`config.mk`:
```
export PLATFORM = sky130hd
export DESIGN_NAME = gnt_arbiter_flat
export DESIGN_NICKNAME = d
export VERILOG_FILES = /design/src/rtl/gnt_arbiter_if.sv /design/src/rtl/gnt_arbiter.sv /design/src/flat_wrapper.sv
export SDC_FILE = /design/constraint.sdc
export NUM_CORES = 1
export LEC_CHECK = 0
export BUFFER_PORTS_ARGS = -buffer_cell sky130_fd_sc_hd__buf_2
export CORE_ASPECT_RATIO = 1.4
export CORE_MARGIN = 2
export CORE_UTILIZATION = 60
export CTS_CLUSTER_SIZE = 25
export DETAILED_ROUTE_END_ITERATION = 10
export GPL_ROUTABILITY_DRIVEN = 1
export PLACE_DENSITY = 0.8
export SLEW_MARGIN = 30
export SYNTH_ARGS = -nofsm -noshare
export SYNTH_HDL_FRONTEND = slang
export SYNTH_SLANG_ARGS = --single-unit
```
`constraint.sdc`:
```
create_clock -name clk -period 2.9 [get_ports clk]
set_input_delay 0.29 -clock clk [delete_from_list [all_inputs] [get_ports clk]]
set_output_delay 0.29 -clock clk [all_outputs]
set_load 0.02 [all_outputs]
```
`src/rtl/gnt_arbiter_if.sv`:
```
// Request/grant bundle between requesters (master side) and the grant arbiter (slave side).
interface gnt_arbiter_if #(
  parameter int NREQ = 4
);
  localparam int IDW = $clog2(NREQ);

  logic [NREQ-1:0] req;
  logic [NREQ-1:0] gnt;
  logic [IDW-1:0]  gnt_id;
  logic            busy;
  logic            timeout;

  modport master (output req, input gnt, input gnt_id, input busy, input timeout);
  modport slave  (input req, output gnt, output gnt_id, output busy, output timeout);
endinterface

```
`src/rtl/gnt_arbiter.sv`:
```
// Round-robin arbiter with programmable grant latency and a hold limit that
// force-releases and masks a requester that keeps its grant too long.
module gnt_arbiter #(
  parameter int NREQ     = 4,
  parameter int GNT_LAT  = 2,
  parameter int MAX_HOLD = 8
) (
  input  logic          clk,
  input  logic          rst_n,
  gnt_arbiter_if.slave  bus
);
  localparam int              IDW       = $clog2(NREQ);
  localparam logic [2:0]      WAIT_INIT = (GNT_LAT > 0) ? 3'(GNT_LAT - 1) : 3'd0;
  localparam logic [7:0]      HOLD_MAX  = 8'(MAX_HOLD);
  localparam logic [NREQ-1:0] ONE       = NREQ'(1);

  typedef enum logic [1:0] {S_IDLE, S_WAIT, S_GRANT, S_RELEASE} state_t;

  state_t          state_reg;
  logic [NREQ-1:0] gnt_reg;
  logic [IDW-1:0]  gnt_id_reg;
  logic            busy_reg;
  logic            timeout_reg;
  logic [NREQ-1:0] mask_reg;
  logic [IDW-1:0]  ptr_reg;
  logic [7:0]      hold_reg;
  logic [2:0]      wait_reg;

  logic [NREQ-1:0] eligible;
  logic            found;
  logic [IDW-1:0]  pick;
  logic [IDW-1:0]  idx;
  logic            win_req;

  genvar gi;
  generate
    for (gi = 0; gi < NREQ; gi++) begin : g_elig
      assign eligible[gi] = bus.req[gi] & ~mask_reg[gi];
    end
  endgenerate

  // Walk downward so the last hit, i.e. the one closest after ptr, wins.
  always_comb begin
    found = 1'b0;
    pick  = '0;
    idx   = '0;
    for (int k = NREQ; k >= 1; k--) begin
      idx = IDW'((int'(ptr_reg) + k) % NREQ);
      if (eligible[idx]) begin
        found = 1'b1;
        pick  = idx;
      end
    end
  end

  assign win_req = bus.req[gnt_id_reg];

  always_ff @(posedge clk or negedge rst_n) begin
    if (!rst_n) begin
      state_reg   <= S_IDLE;
      gnt_reg     <= '0;
      gnt_id_reg  <= '0;
      busy_reg    <= 1'b0;
      timeout_reg <= 1'b0;
      mask_reg    <= '0;
      ptr_reg     <= IDW'(NREQ - 1);
      hold_reg    <= '0;
      wait_reg    <= '0;
    end else begin
      timeout_reg <= 1'b0;
      mask_reg    <= mask_reg & bus.req;
      case (state_reg)
        S_IDLE: begin
          if (found) begin
            gnt_id_reg <= pick;
            busy_reg   <= 1'b1;
            if (GNT_LAT == 0) begin
              state_reg <= S_GRANT;
              gnt_reg   <= ONE << pick;
              hold_reg  <= 8'd1;
            end else begin
              state_reg <= S_WAIT;
              wait_reg  <= WAIT_INIT;
            end
          end
        end
        S_WAIT: begin
          if (!win_req) begin
            state_reg <= S_IDLE;
            busy_reg  <= 1'b0;
          end else if (wait_reg == 3'd0) begin
            state_reg <= S_GRANT;
            gnt_reg   <= ONE << gnt_id_reg;
            hold_reg  <= 8'd1;
          end else begin
            wait_reg <= wait_reg - 3'd1;
          end
        end
        S_GRANT: begin
          // A voluntary drop takes precedence over the hold limit.
          if (!win_req) begin
            state_reg <= S_RELEASE;
            gnt_reg   <= '0;
          end else if (hold_reg == HOLD_MAX) begin
            state_reg   <= S_RELEASE;
            gnt_reg     <= '0;
            timeout_reg <= 1'b1;
            mask_reg    <= (mask_reg & bus.req) | (ONE << gnt_id_reg);
          end else begin
            hold_reg <= hold_reg + 8'd1;
          end
        end
        default: begin
          state_reg <= S_IDLE;
          busy_reg  <= 1'b0;
          ptr_reg   <= gnt_id_reg;
          hold_reg  <= '0;
        end
      endcase
    end
  end

  assign bus.gnt     = gnt_reg;
  assign bus.gnt_id  = gnt_id_reg;
  assign bus.busy    = busy_reg;
  assign bus.timeout = timeout_reg;
endmodule
```
`src/flat_wrapper.sv`:
```
// flat-port wrapper written by rule: the top's interface ports become plain ports
module gnt_arbiter_flat 
#(
  parameter int NREQ     = 4,
  parameter int GNT_LAT  = 2,
  parameter int MAX_HOLD = 8
)
  (clk, rst_n, bus_req, bus_gnt, bus_gnt_id, bus_busy, bus_timeout);
  gnt_arbiter_if #(.NREQ(NREQ)) bus_i ();
  input  logic clk;
  input  logic rst_n;
  input wire logic [$bits(bus_i.req)-1:0] bus_req;
  output wire logic [$bits(bus_i.gnt)-1:0] bus_gnt;
  output wire logic [$bits(bus_i.gnt_id)-1:0] bus_gnt_id;
  output wire logic [$bits(bus_i.busy)-1:0] bus_busy;
  output wire logic [$bits(bus_i.timeout)-1:0] bus_timeout;
  assign bus_i.req = bus_req;
  assign bus_gnt = bus_i.gnt;
  assign bus_gnt_id = bus_i.gnt_id;
  assign bus_busy = bus_i.busy;
  assign bus_timeout = bus_i.timeout;
  gnt_arbiter #(.NREQ(NREQ), .GNT_LAT(GNT_LAT), .MAX_HOLD(MAX_HOLD)) u_core (.clk(clk), .rst_n(rst_n), .bus(bus_i));
endmodule
```
==> results of run 1 <==
## cell usage after synthesis (3+ instances only)
| cell type | n |
|---|---|
| nand2_1 | 15 |
| nand2b_1 | 6 |
| nand4_1 | 3 |
| a21oi_1 | 9 |
| a32o_1 | 8 |
| nor2_1 | 10 |
| dfrtp_1 | 25 |
| ha_1 | 8 |
| nand3_1 | 7 |
| inv_1 | 12 |
| o21ai_0 | 12 |
| o21a_1 | 3 |
| and3_1 | 3 |
## timing repair
action | 4_1_cts | 5_1_grt
endpoints found under the hold margin | 25 | 0
setup buffers | 0 | 0
hold buffers | 1 | 0
## cell type report
cell class	count	area share [%]
clock buffer	4	1.57
sequential	27	40.4
multi-input combinational	114	48.1
timing repair buffer	14	4.48
inverter	13	2.91
tap	34	2.54
## worst max-delay path by stage
| stage | endpoint | slack (ps) |
|---|---|---|
| floorplan | u_core.bus.gnt[0] | 970 |
| global placement | u_core.bus.gnt[2] | 990 |
| detailed placement | u_core.bus.gnt[0] | 940 |
| CTS | u_core.bus.gnt[0] | 920 |
| global route | u_core.bus.gnt[1] | 790 |
| finish | u_core.bus.gnt[1] | 920 |
## layer usage
layer | track usage [%] | part of all wire [%] | vias to the layer above
li1 | - | - | 622
met1 | 29.7 | 40 | 627
met2 | 47.6 | 57 | 21
met3 | 2.54 | 1.7 | 4
met4 | 7.64 | 1.1 | 0
met5 | 0 | 0 | -
## stage by stage
step,instance area [um2],hold WS (ps)
floorplan,1560,-5.59
global placement,1640,316
detailed placement,1640,333
CTS,1680,206
global route,1680,203
finish,1680,202
## power groups by stage
| stage | Clock [mW] | Combinational (mW) | Sequential [mW] |
|---|---|---|---|
| final | 0.162 | 0.773 | 0.576 |
| after global routing | 0.179 | 0.864 | 0.595 |
| after CTS | 0.165 | 0.774 | 0.573 |
| after detailed placement | 0 | 0.770 | 0.582 |
| after global placement | 0 | 0.737 | 0.574 |
| after floorplan | 0 | 0.572 | 0.598 |
## cell families after synthesis
group           after synthesis  share of synthesized area (%)
compound gates               53                           26.5
simple gates                 50                           15.9
flops                        27                           43.5
buf+inv                      18                           4.82
fa+ha+maj                     8                           6.42
mux                           3                           2.89
==> reports/metrics.csv, run 1 <==
stage,metric,value,unit
layout,final cell count without fillers,206,
cts,Sink Count,27,
run_status,status,finished clean,
pwr,Static Leak,0.756,nW
layout,fill count,198,
timing,Final Hold Vio Count,0,
detailed_routing,Antenna Violating Nets Remaining,0,
synthesis,asr flop ratio synth,100,%
layout,nets,187,
critical_path,Slowest Stage Delay on Critical Path,660,ps
layout,"commonest non-fill, non-tap cell in the layout",dfrtp_1,
floorplanning,die width,47.1,um
critical_path,WP depth,5,
floorplanning,Starting Density,63.8,%
cts,post-CTS resize count,0,
critical_path,CP startpoint,u_core.bus.gnt_id[0],
synthesis,"Seq/Total Area, Yosys",43.5,%
critical_path,crit path max fanout,9,
place,I/O Buffers,13,
detailed_routing,Pre-antenna DRT Iters,4,
pwr,VDD IR max,0.000599,V
detailed_routing,wire per inst,15.7,um
layout,most frequent cells in the layout,"dfrtp_1 (25), nand2_1 (15), buf_2 (13)",
layout,max reg flops,8,
floorplanning,Die Y,64.3,um
timing,Final Cycle Share,68.4,%
cts,total CTS buffers,3,
synthesis,Post-Syn Area,1560,um2
timing,Peak Freq,504,MHz
synthesis,ranking of synthesized cells by area,"dfrtp_1 (40%), ha_1 (6.4%), a32o_1 (5.1%), o21ai_0 (3.9%), nand2_1 (3.6%)",
timing,unrepaired setup endpoints after global routing,false,
synthesis,ys flop type,dfrtp_1,
cts,clock latency on the worst-skew pair,330,ps
pwr,total power,1.51,mW
critical_path,critical path's slowest cell,mux4_2,
pwr,Logic pwr share,51.2,%
timing,min Tclk post-route,1980,ps
critical_path,WP data arrival,2220,ps
critical_path,"Req. time, crit path",3130,ps
place,placed insts,201,
global_route,vias in the first global route,1347,
detailed_routing,Post-route DRC,0,
global_route,All-Layer GR Usage,25.9,%
cts,clock slew at reported path FFs,140,ps
synthesis,#FFs+latches synth,27,
global_route,overflow left after global routing,0,
layout,multi-input logic area,806,um2
timing,setup TNS,0,ps
critical_path,CP Buf/Inv Count,1,
detailed_routing,vias per cell,6.18,
critical_path,cells along the critical path,mux4_2 -> inv_2 -> a21oi_2 -> o211a_4 -> a32o_1,
synthesis,Yosys cell types,42,
timing,worst-margin pin slew,602,ps
layout,P&R area growth vs syn,7.54,%
detailed_routing,total number of vias,1274,
critical_path,r2r setup slk,920,ps
critical_path,CP top delay family,multiplexers,
timing,clk_skew,7.65,ps
critical_path,worst reg2reg path endpoint,u_core.bus.gnt[1],
floorplanning,Die Area,3030,um2
place,GPL Wtd Cong,0.839,
pwr,Sw Share,45.1,%
global_route,largest net degree at the start of global routing,28,
cts,Clk Tree Root Cell,clkbuf_4,
synthesis,Post-Synthesis Cells,159,
critical_path,CP Class,register to register,
timing,Final Worst Setup Slack,917,ps
synthesis,Avg Inst Size Synth,9.81,um2
detailed_routing,WL final,3230,um
global_route,global-route wire length before repair,5830,um
critical_path,Crit. End Element,register,
synthesis,Syn. warnings,0,
critical_path,CP Launch Type,register,
place,pre-CTS WS,943,ps
pwr,Clock power frac,10.7,%
pwr,P_sw,681,uW
timing,max-slew violations,0,
synthesis,Syn Nets,173,
detailed_routing,initial drt markers,27,
hold_path,Hold Crit Start,bus_req[1],
layout,share of cells above drive strength 1,16.9,%
critical_path,R2R Path Start,u_core.bus.gnt_id[0],
timing,Slew headroom,59.8,%
cts,TritonCTS clock tree,done,
run,Max-Cap Viols,0,
synthesis,share of the synthesized area in the top cell type,40.1,%
global_route,initial antenna violation count,0,
layout,fin util,68.6,%
hold_path,Hold WC Path Type,primary input to register,
pwr,Power Internal,829,uW
layout,# diodes,0,
hold_path,Hold Path End,u_core.mask_reg[1],
critical_path,worst r2r path cells,5,
synthesis,"EDFF count, synth",0,
floorplanning,Core Rows,21,
pwr,Pwr Density,901,nW/um2
cts,CTS max path bufs,2,
hold_path,hold path depth,2,
pwr,Seq pwr share,38.1,%
layout,Reg area,678,um2
floorplanning,core area,2440,um2
place,HPWL Detailed,2530,um
timing,final setup fails,0,
floorplanning,IO Pins,14,
synthesis,"area leader, netlist",dfrtp_1,
cts,H-tree level count,1,
(Power assumes the default switching activity.)
==> inputs of run 2 (changes only) <==
--- a/config.mk
+++ b/config.mk
@@ -8,11 +8,11 @@
 export BUFFER_PORTS_ARGS = -buffer_cell sky130_fd_sc_hd__buf_2
 export CORE_ASPECT_RATIO = 1.4
 export CORE_MARGIN = 2
-export CORE_UTILIZATION = 60
+export CORE_UTILIZATION = 52
 export CTS_CLUSTER_SIZE = 25
 export DETAILED_ROUTE_END_ITERATION = 10
 export GPL_ROUTABILITY_DRIVEN = 1
-export PLACE_DENSITY = 0.8
+export PLACE_DENSITY = 0.74
 export SLEW_MARGIN = 30
 export SYNTH_ARGS = -nofsm -noshare
 export SYNTH_HDL_FRONTEND = slang
==> constraint.sdc (replaced) <==
create_clock -name clk -period 1.7 [get_ports clk]
set_input_delay 0.17 -clock clk [delete_from_list [all_inputs] [get_ports clk]]
set_output_delay 0.17 -clock clk [all_outputs]
set_load 0.02 [all_outputs]
==> run 2 against run 1 <==
  * Clock skew down 6.6 ps
  * Global-route usage down 1.4 points
  * Cell count up 12%
  * Core utilization up 4.2 points
  * First-iteration DRC count up 130%
  * The flow now finishes with violations (negative setup slack)
  * Critical endpoint is now u_core.bus.gnt[0]
==> reports/metrics.csv, run 2 (synthesis results as in run 1) <==
stage,metric,value,unit,change
run_status,status,"finished, violations left",,
layout,P&R area growth vs syn,33.0,%,
layout,nets,208,,+11%
hold_path,Hold Crit Start,bus_req[1],,
floorplanning,Die Area,3460,um2,+14%
timing,Final Worst Setup Slack,-4.21,ps,-921 ps
pwr,VDD IR max,0.00116,V,+94%
critical_path,worst reg2reg path endpoint,u_core.bus.gnt[0],,
critical_path,critical path's slowest cell,mux4_2,,
critical_path,CP Class,register to register,,
detailed_routing,Antenna Violating Nets Remaining,0,,unchanged
critical_path,CP Launch Type,register,,
critical_path,Slowest Stage Delay on Critical Path,590,ps,-70 ps
timing,Slew headroom,59.2,%,-0.60 points
layout,final cell count without fillers,230,,+12%
floorplanning,Core Rows,23,,+9.5%
cts,total CTS buffers,3,,unchanged
pwr,total power,3.53,mW,+130%
layout,"commonest non-fill, non-tap cell in the layout",dfrtp_1,,
floorplanning,die width,50.3,um,+6.8%
place,I/O Buffers,13,,unchanged
layout,post-route cell area,2070,um2,+24%
detailed_routing,wire per inst,18.3,um,+17%
critical_path,WP data arrival,1880,ps,-340 ps
critical_path,Crit. End Element,register,,
layout,max reg flops,8,,unchanged
global_route,vias in the first global route,1411,,+4.8%
global_route,overflow left after global routing,0,,unchanged
timing,final setup fails,2,,+2
detailed_routing,WL final,4210,um,+30%
cts,clock slew at reported path FFs,100,ps,-40 ps
global_route,All-Layer GR Usage,24.5,%,-1.4 points
timing,Peak Freq,587,MHz,+16%
detailed_routing,vias per cell,6.33,,+2.4%
hold_path,Hold Path End,u_core.mask_reg[1],,
pwr,Pwr Density,1700,nW/um2,+89%
place,Area after DPL,1780,um2,+8.5%
detailed_routing,total number of vias,1457,,+14%
timing,max-slew violations,0,,unchanged
hold_path,Hold WC Path Type,primary input to register,,
cts,clock latency on the worst-skew pair,280,ps,-50 ps
timing,smallest hold slack,135,ps,-66.7 ps
floorplanning,Die Y,68.8,um,+7.0%
cts,CTS max path bufs,2,,unchanged
timing,unrepaired setup endpoints after global routing,true,,
global_route,largest net degree at the start of global routing,28,,unchanged
pwr,Static Leak,0.901,nW,+19%
critical_path,cells along the critical path,mux4_2 -> inv_4 -> a21oi_4 -> o211a_4 -> a32o_1,,
global_route,initial antenna violation count,0,,unchanged
layout,share of cells above drive strength 1,37.8,%,+21 points
timing,setup TNS,-4.57,ps,-4.57 ps
layout,most frequent cells in the layout,"dfrtp_1 (23), buf_4 (18), nand2_1 (14)",,
timing,Final Cycle Share,100,%,+32 points
cts,TritonCTS clock tree,done,,
run,Max-Cap Viols,0,,unchanged
place,HPWL Detailed,2780,um,+10%
floorplanning,Starting Density,54.7,%,-9.1 points
detailed_routing,initial drt markers,63,,+130%
cts,Sink Count,27,,unchanged
detailed_routing,Pre-antenna DRT Iters,4,,unchanged
critical_path,"Req. time, crit path",1880,ps,-1250 ps
timing,clk_skew,1.04,ps,-6.61 ps
place,GPL Wtd Cong,0.879,,+4.8%
run_status,violated checks,negative setup slack,,
global_route,global-route wire length before repair,6230,um,+6.9%
cts,H-tree level count,1,,unchanged
critical_path,r2r setup slk,-4,ps,-920 ps
critical_path,crit path max fanout,6,,-3
timing,Final Hold Vio Count,0,,unchanged
critical_path,worst r2r path cells,5,,unchanged
detailed_routing,Post-route DRC,0,,unchanged
place,placed insts,221,,+10%
floorplanning,core area,2850,um2,+17%
floorplanning,IO Pins,14,,unchanged
hold_path,hold path depth,2,,unchanged
timing,min Tclk post-route,1700,ps,-279 ps
cts,Clk Tree Root Cell,clkbuf_8,,
timing,worst-margin pin slew,611,ps,+8.96 ps
layout,# diodes,0,,unchanged
critical_path,R2R Path Start,u_core.bus.gnt_id[0],,
run 2: per-layer routing:
metal	GRT usage [%]	part of all wire, %
met1	24.3	38
met2	48.4	57
met3	2.16	2.9
met4	15.6	2.4
met5	0	0
run 2: metrics by stage:
stage | setup slack, ps | utilization (%)
finish | -4.21 | 72.8
CTS | -2.28 | 65.6
detailed placement | -75.2 | 62.5
floorplan | -165 | -
global route | -88.2 | 72.8
global placement | 39.4 | 62.5
run 2: area by class of cell:
class                           count  area [um2]
Fill cell                         189         776
Multi-Input combinational cell    115        1010
Clock inverter                      1        7.51
Tap cell                           37        46.3
Clock buffer                        3        41.3
Timing Repair Buffer               34         233
Sequential cell                    27         681
Inverter                           13        51.3
run 2: how the worst max path moves through the flow:
stage | from | end | slack, ps
2_1_floorplan | u_core.bus.gnt_id[0] | u_core.bus.gnt[0] | -170
3_3_place_gp | u_core.hold_reg[6] | u_core.state_reg[0] | 40
3_5_place_dp | u_core.hold_reg[5] | u_core.state_reg[0] | -80
4_1_cts | u_core.bus.gnt_id[0] | u_core.state_reg[1] | -2
5_1_grt | u_core.state_reg[0] | u_core.state_reg[0] | -90
6_report | u_core.bus.gnt_id[0] | u_core.bus.gnt[0] | -4
run 2: what timing repair did:
item,in CTS,in global routing
buffers inserted,0,3
hold endpoints to repair,25,0
hold buffers,1,0
gates resized for setup,5,36
pin swaps,1,5
setup endpoints to repair,8,16
gates cloned,0,1
run 2: critical path, delay by kind of cell (launching register included):
kind / cells / cell delay, ps
muxes: 1 / 590
buffers and inverters: 1 / 120
DFF: 1 / 380
AOI/OAI and AO/OA: 3 / 510
run 2: power by group:
part	internal [mW]	switching [mW]	total [mW]	leakage [nW]
clock network	0.167	0.221	0.388	0.0217
logic	0.947	1.25	2.20	0.530
registers	0.821	0.125	0.946	0.349
total	1.94	1.59	3.53	0.901
